## config.mk

```make
export PLATFORM = sky130hd
export DESIGN_NAME = scan_display_mux
export DESIGN_NICKNAME = d
export VERILOG_FILES = /design/src/rtl/scan_display_mux.sv
export SDC_FILE = /design/constraint.sdc
export NUM_CORES = 1
export LEC_CHECK = 0
export ABC_AREA = 1
export BUFFER_PORTS_ARGS = -buffer_cell sky130_fd_sc_hd__buf_4
export CAP_MARGIN = 20
export CELL_PAD_IN_SITES_DETAIL_PLACEMENT = 1
export CELL_PAD_IN_SITES_GLOBAL_PLACEMENT = 1
export CORE_MARGIN = 2
export CORE_UTILIZATION = 45
export CTS_BUF_LIST = sky130_fd_sc_hd__clkbuf_16
export CTS_CLUSTER_DIAMETER = 150
export DETAILED_ROUTE_END_ITERATION = 6
export GPL_ROUTABILITY_DRIVEN = 0
export PLACE_DENSITY_LB_ADDON = 0.12
export SLEW_MARGIN = 0
export SYNTH_ARGS = -nofsm -noshare
export SYNTH_HDL_FRONTEND = slang
export SYNTH_SLANG_ARGS = --single-unit
export TNS_END_PERCENT = 100
```

## constraint.sdc

```tcl
create_clock -name clk -period 2.35 [get_ports clk]
set_clock_uncertainty 0.05 [all_clocks]
set_input_delay 0.1175 -clock clk [delete_from_list [all_inputs] [get_ports clk]]
set_output_delay 0.1175 -clock clk [all_outputs]
set_load 0.05 [all_outputs]
```

## src/rtl/scan_display_mux.sv

```systemverilog
// scan_display_mux: multiplexed 7-segment scanner, double-buffered digit data.
// Define SCAN_LZ_BLANK_EN to enable leading-zero suppression.
module scan_display_mux #(
  parameter int DIGITS         = 4,
  parameter int SCAN_DIV       = 50000,
  parameter int GUARD          = 16,
  parameter int SEG_ACTIVE_LOW = 1,
  parameter int GA_ACTIVE_LOW  = 1
) (
  input  logic                  clk,
  input  logic                  rst_n,
  input  logic [4*DIGITS-1:0]   data,
  input  logic [DIGITS-1:0]     dp,
  input  logic [DIGITS-1:0]     blank,
  input  logic                  load,
  output logic [6:0]            seg,
  output logic                  dp_out,
  output logic [DIGITS-1:0]     ga,
  output logic                  frame_tick
);

  localparam int CW = (SCAN_DIV > 1) ? $clog2(SCAN_DIV) : 1;
  localparam int IW = (DIGITS > 1) ? $clog2(DIGITS) : 1;
  localparam logic [CW-1:0] CNT_MAX = CW'(SCAN_DIV - 1);
  localparam logic [IW-1:0] IDX_MAX = IW'(DIGITS - 1);
  localparam logic [6:0] SEG_INV = {7{SEG_ACTIVE_LOW != 0}};
  localparam logic DP_INV = (SEG_ACTIVE_LOW != 0);
  localparam logic [DIGITS-1:0] GA_INV = {DIGITS{GA_ACTIVE_LOW != 0}};

  function automatic logic [6:0] hex7(input logic [3:0] n);
    logic [6:0] s;
    case (n)
      4'h0: s = 7'h3F;
      4'h1: s = 7'h06;
      4'h2: s = 7'h5B;
      4'h3: s = 7'h4F;
      4'h4: s = 7'h66;
      4'h5: s = 7'h6D;
      4'h6: s = 7'h7D;
      4'h7: s = 7'h07;
      4'h8: s = 7'h7F;
      4'h9: s = 7'h6F;
      4'hA: s = 7'h77;
      4'hB: s = 7'h7C;
      4'hC: s = 7'h39;
      4'hD: s = 7'h5E;
      4'hE: s = 7'h79;
      default: s = 7'h71;
    endcase
    return s;
  endfunction

  logic                 run;
  logic [CW-1:0]        cnt;
  logic [IW-1:0]        idx;
  logic                 slot_end;
  logic                 boundary;
  logic [4*DIGITS-1:0]  pend_data;
  logic [DIGITS-1:0]    pend_dp;
  logic [DIGITS-1:0]    pend_blank;
  logic                 pend_valid;
  logic [4*DIGITS-1:0]  act_data;
  logic [DIGITS-1:0]    act_dp;
  logic [DIGITS-1:0]    act_blank;
  logic                 act_valid;

  assign slot_end = run && (cnt == CNT_MAX);
  assign boundary = slot_end && (idx == IDX_MAX);

  // run holds the prescaler at 0 for the first edge after reset
  always_ff @(posedge clk or negedge rst_n) begin
    if (!rst_n) begin
      run <= 1'b0;
      cnt <= '0;
      idx <= '0;
    end else begin
      run <= 1'b1;
      if (slot_end) begin
        cnt <= '0;
        idx <= boundary ? '0 : idx + 1'b1;
      end else if (run) begin
        cnt <= cnt + 1'b1;
      end
    end
  end

  always_ff @(posedge clk or negedge rst_n) begin
    if (!rst_n) begin
      pend_data  <= '0;
      pend_dp    <= '0;
      pend_blank <= '0;
      pend_valid <= 1'b0;
      act_data   <= '0;
      act_dp     <= '0;
      act_blank  <= '0;
      act_valid  <= 1'b0;
    end else begin
      if (load && !boundary) begin
        pend_data  <= data;
        pend_dp    <= dp;
        pend_blank <= blank;
        pend_valid <= 1'b1;
      end
      if (boundary) begin
        unique case (1'b1)
          load: begin
            act_data   <= data;
            act_dp     <= dp;
            act_blank  <= blank;
            act_valid  <= 1'b1;
            pend_valid <= 1'b0;
          end
          pend_valid: begin
            act_data   <= pend_data;
            act_dp     <= pend_dp;
            act_blank  <= pend_blank;
            act_valid  <= 1'b1;
            pend_valid <= 1'b0;
          end
          default: ;
        endcase
      end
    end
  end

  logic [DIGITS-1:0] lz;

`ifdef SCAN_LZ_BLANK_EN
  always_comb begin
    logic still;
    lz    = '0;
    still = 1'b1;
    for (int i = DIGITS - 1; i >= 1; i--) begin
      if (still && act_data[4*i +: 4] == 4'h0 && !act_dp[i])
        lz[i] = 1'b1;
      else
        still = 1'b0;
    end
  end
`else
  assign lz = '0;
`endif

  logic [3:0]        nib;
  logic              in_guard;
  logic              lit;
  logic              dark;
  logic [6:0]        seg_n;
  logic              dp_n;
  logic [DIGITS-1:0] ga_n;

  always_comb begin
    nib      = act_data[4*idx +: 4];
    in_guard = int'(cnt) < GUARD;
    lit      = act_valid && !in_guard;
    dark     = act_blank[idx] | lz[idx];
    ga_n     = '0;
    seg_n    = '0;
    dp_n     = 1'b0;
    if (lit) begin
      ga_n[idx] = 1'b1;
      if (!dark) begin
        seg_n = hex7(nib);
        dp_n  = act_dp[idx];
      end
    end
  end

  always_ff @(posedge clk or negedge rst_n) begin
    if (!rst_n) begin
      seg        <= SEG_INV;
      dp_out     <= DP_INV;
      ga         <= GA_INV;
      frame_tick <= 1'b0;
    end else begin
      seg        <= seg_n ^ SEG_INV;
      dp_out     <= dp_n ^ DP_INV;
      ga         <= ga_n ^ GA_INV;
      frame_tick <= boundary;
    end
  end

endmodule

```

==> flow_summary.json <==
{
  "outcome": "finished clean",
  "fin_crit_sh_pct": 82.48,
  "die_x_um": 100.9,
  "grt_setup_unrepaired": "false",
  "hold_violations": 0,
  "post-cts-setup-buffer-count": 0,
  "cp_max_fo": 15,
  "hold_buffers": 23,
  "n_fill_cell": 1113,
  "slew_violations": 0,
  "max-cap-violations": 0,
  "layout_setup_ws_ns": 0.4116,
  "grt_max_degree": 48,
  "grt_most_used_layer": "met2",
  "grt_use_met2_pct": 40.15,
  "initial_core_util_pct": 45.97,
  "die_h_um": 100.9,
  "cts.sinks": 82,
  "seq_area_mm2": 0.002067,
  "fin_nets": 609,
  "drc": 0,
  "synth.avg_cell_area_um2": 8.306,
  "layout_commonest_cell": "nand2_1",
  "worst-setup-path-type": "reg -> reg",
  "setup_viol": 0,
  "antenna_found_initial": 0,
  "p_leak_uw": 0.002629,
  "worstPathRequired_ns": 2.57,
  "synth_xor_area_share_pct": 0.6215,
  "cts.clk_slew.worst_paths_ns": 0.06,
  "first_iter_violations": 128,
  "use_met3_pct": 3.259,
  "boundaryPins": 40,
  "grt_pass1_wl_um": 18820,
  "netlist_instances": 509,
  "synth_compound_area_share_pct": 2.871,
  "htree_levels": 3,
  "start_kind": "flop",
  "drive_gt1_share_pct": 19.51,
  "firstDrtPassIters": 4,
  "track_usage_pct": 23.42,
  "cts-resized-gates": 0,
  "synth_top_family_by_area": "simple AND/OR/NAND/NOR gates",
  "tritoncts": "done",
  "slowest_delay_ns": 0.39,
  "wl_per_cell_um": 15.91,
  "io_buffers": 39,
  "grt_pass1_vias": 3745,
  "netlist_area_mm2": 0.004228,
  "end_kind": "flop",
  "crit_arrival_ns": 2.16,
  "ant_nets": 0,
  "row_count": 35,
  "dp_slack_ns": 0.4229,
  "hold_path_class": "in -> reg",
  "yosys.area_share.simple_pct": 31.87,
  "crit_chain": "inv_1 -> nand2_1 -> nand3_1 -> nand2_1 -> inv_1 -> ha_1 -> nand3_1 -> nor2_1 -> nor2_1 -> nand2_1",
  "cp_top_family": "simple AND/OR/NAND/NOR gates",
  "yosysUniqueCellTypes": 33,
  "clockRootBuffer": "clkbuf_16",
  "synth_nets": 547,
  "cts_buffer_depth": 2,
  "gr-usage-met1_pct": 30.60,
  "critPathBufInv": 2,
  "finalSetupTns_ns": 0,
  "synth-seq-cells": 82,
  "powerDensity_mw_per_mm2": 747.2,
  "overflow": 0,
  "path_common_cell": "nand2_1",
  "vias_per_cell": 5.156,
  "multiInputGateArea_mm2": 0.001907,
  "ys_seq_area_share_pct": 48.89,
  "die-area_mm2": 0.01019,
  "layout_common_cells": "nand2_1, dfrtp_1, nand3_1",
  "clk_latency_ns": 0.33,
  "max_freq_ghz": 0.5159,
  "wl_um": 10900,
  "cts-buffers-inserted": 9,
  "critPathSlowestCell": "dfrtp_1",
  "irDropWorstVdd_uv": 349.8,
  "dp_hpwl_um": 7288,
  "min_period_ns": 1.938,
  "core-area_mm2": 0.009196,
  "num_antenna_cells": 0,
  "ys_warn_count": 0,
  "synth.area.mux_share_pct": 6.392,
  "vias": 3532,
  "syn_to_final_growth_pct": 21.46,
  "yosys.area_share.adder_pct": 3.255
}
final timing paths:
check | start | endpoint | slack (ns) | cells past startpoint
worst max register to register | idx[0] | seg[5] | 0.41 | 10
worst min register to register | pend_data[15] | pend_data[15] | 0.42 | 2
min in group asynchronous | rst_n | cnt[11] | 0.25 | 2
max in group asynchronous | rst_n | act_data[4] | 1.37 | 3
worst min-delay path | data[9] | pend_data[9] | 0.006 | 3
worst max-delay path | idx[0] | seg[5] | 0.41 | 10
state kept, by name, summed over array words and instances (netlist names):
name        flops
act_data       16
seg             7
idx             2
pend_valid      1
act_dp          4
pend_blank      4
act_valid       1
pend_dp         4
dp_out          1
cnt            16
ga              4
act_blank       4
pend_data      16
frame_tick      1
run             1
synthesized netlist by cell type, drive strengths merged:
master  count  area share (%)
a21oi       5            0.59
a22oi       1            0.18
buf        12             2.2
clkbuf      5            0.44
clkinv      2            0.21
conb        1           0.089
dfrtp      70              41
dfstp      12             7.5
ha         11             3.3
inv        36             3.2
mux2       24             6.4
nand2     206              19
nand3      56             6.9
nand4       6            0.89
nor2       39             4.4
nor3        3            0.36
o21ai      12             1.4
o21bai      3            0.53
o22ai       1            0.15
or2         1            0.15
xor2        3            0.62
power breakdown:
group	total (uW)	switching (uW)	internal, uW
Clock	1450	540	909
Combinational	692	439	253
Sequential	1690	112	1580
Total	3840	1090	2750
metal layers:
metal	wire, um	vias to the layer above
met4	159	0
li1	-	1733
met1	4975	1731
met3	227	13
met2	5539	55
met5	0	-
metrics by stage:
stage / utilization, % / instance area [um^2] / hold slack (ns) / cells / total power (uW)
6_report: 55.84 / 5135 / 0.005732 / 685 / 3837
4_1_cts: 55.84 / 5135 / 0.001014 / 685 / 3876
3_5_place_dp: 50.10 / 4607 / 0.07413 / 648 / 2384
5_1_grt: 55.84 / 5135 / 0.005290 / 685 / 4035
2_1_floorplan: - / 4228 / -0.2281 / 509 / 2143
3_3_place_gp: 50.10 / 4607 / 0.06255 / 648 / 2346
final cells by class:
| type | instances | area share (%) |
|---|---|---|
| clock inverter | 5 | 1.413 |
| multi-input combinational | 372 | 37.13 |
| sequential | 82 | 40.25 |
| timing repair buffer | 68 | 11.31 |
| clock buffer | 9 | 4.386 |
| inverter | 38 | 2.802 |
| tap | 111 | 2.705 |
worst min-delay path: stages:
cell,delay [ns]
buf_4,0.08
nand3_1,0.07
nand2_1,0.08
logic make-up (layout without fill, tap and decap cells):
family | after synthesis | after routing
other | 1 | 1
XOR/XNOR | 3 | 3
flip-flops | 82 | 82
AND/OR/NAND/NOR | 311 | 311
buffers and inverters | 55 | 120
adder cells (fa/ha/maj) | 11 | 11
AO/OA/AOI/OAI | 22 | 22
multiplexers | 24 | 24
Note: power is estimated with default switching activity, not from simulation.
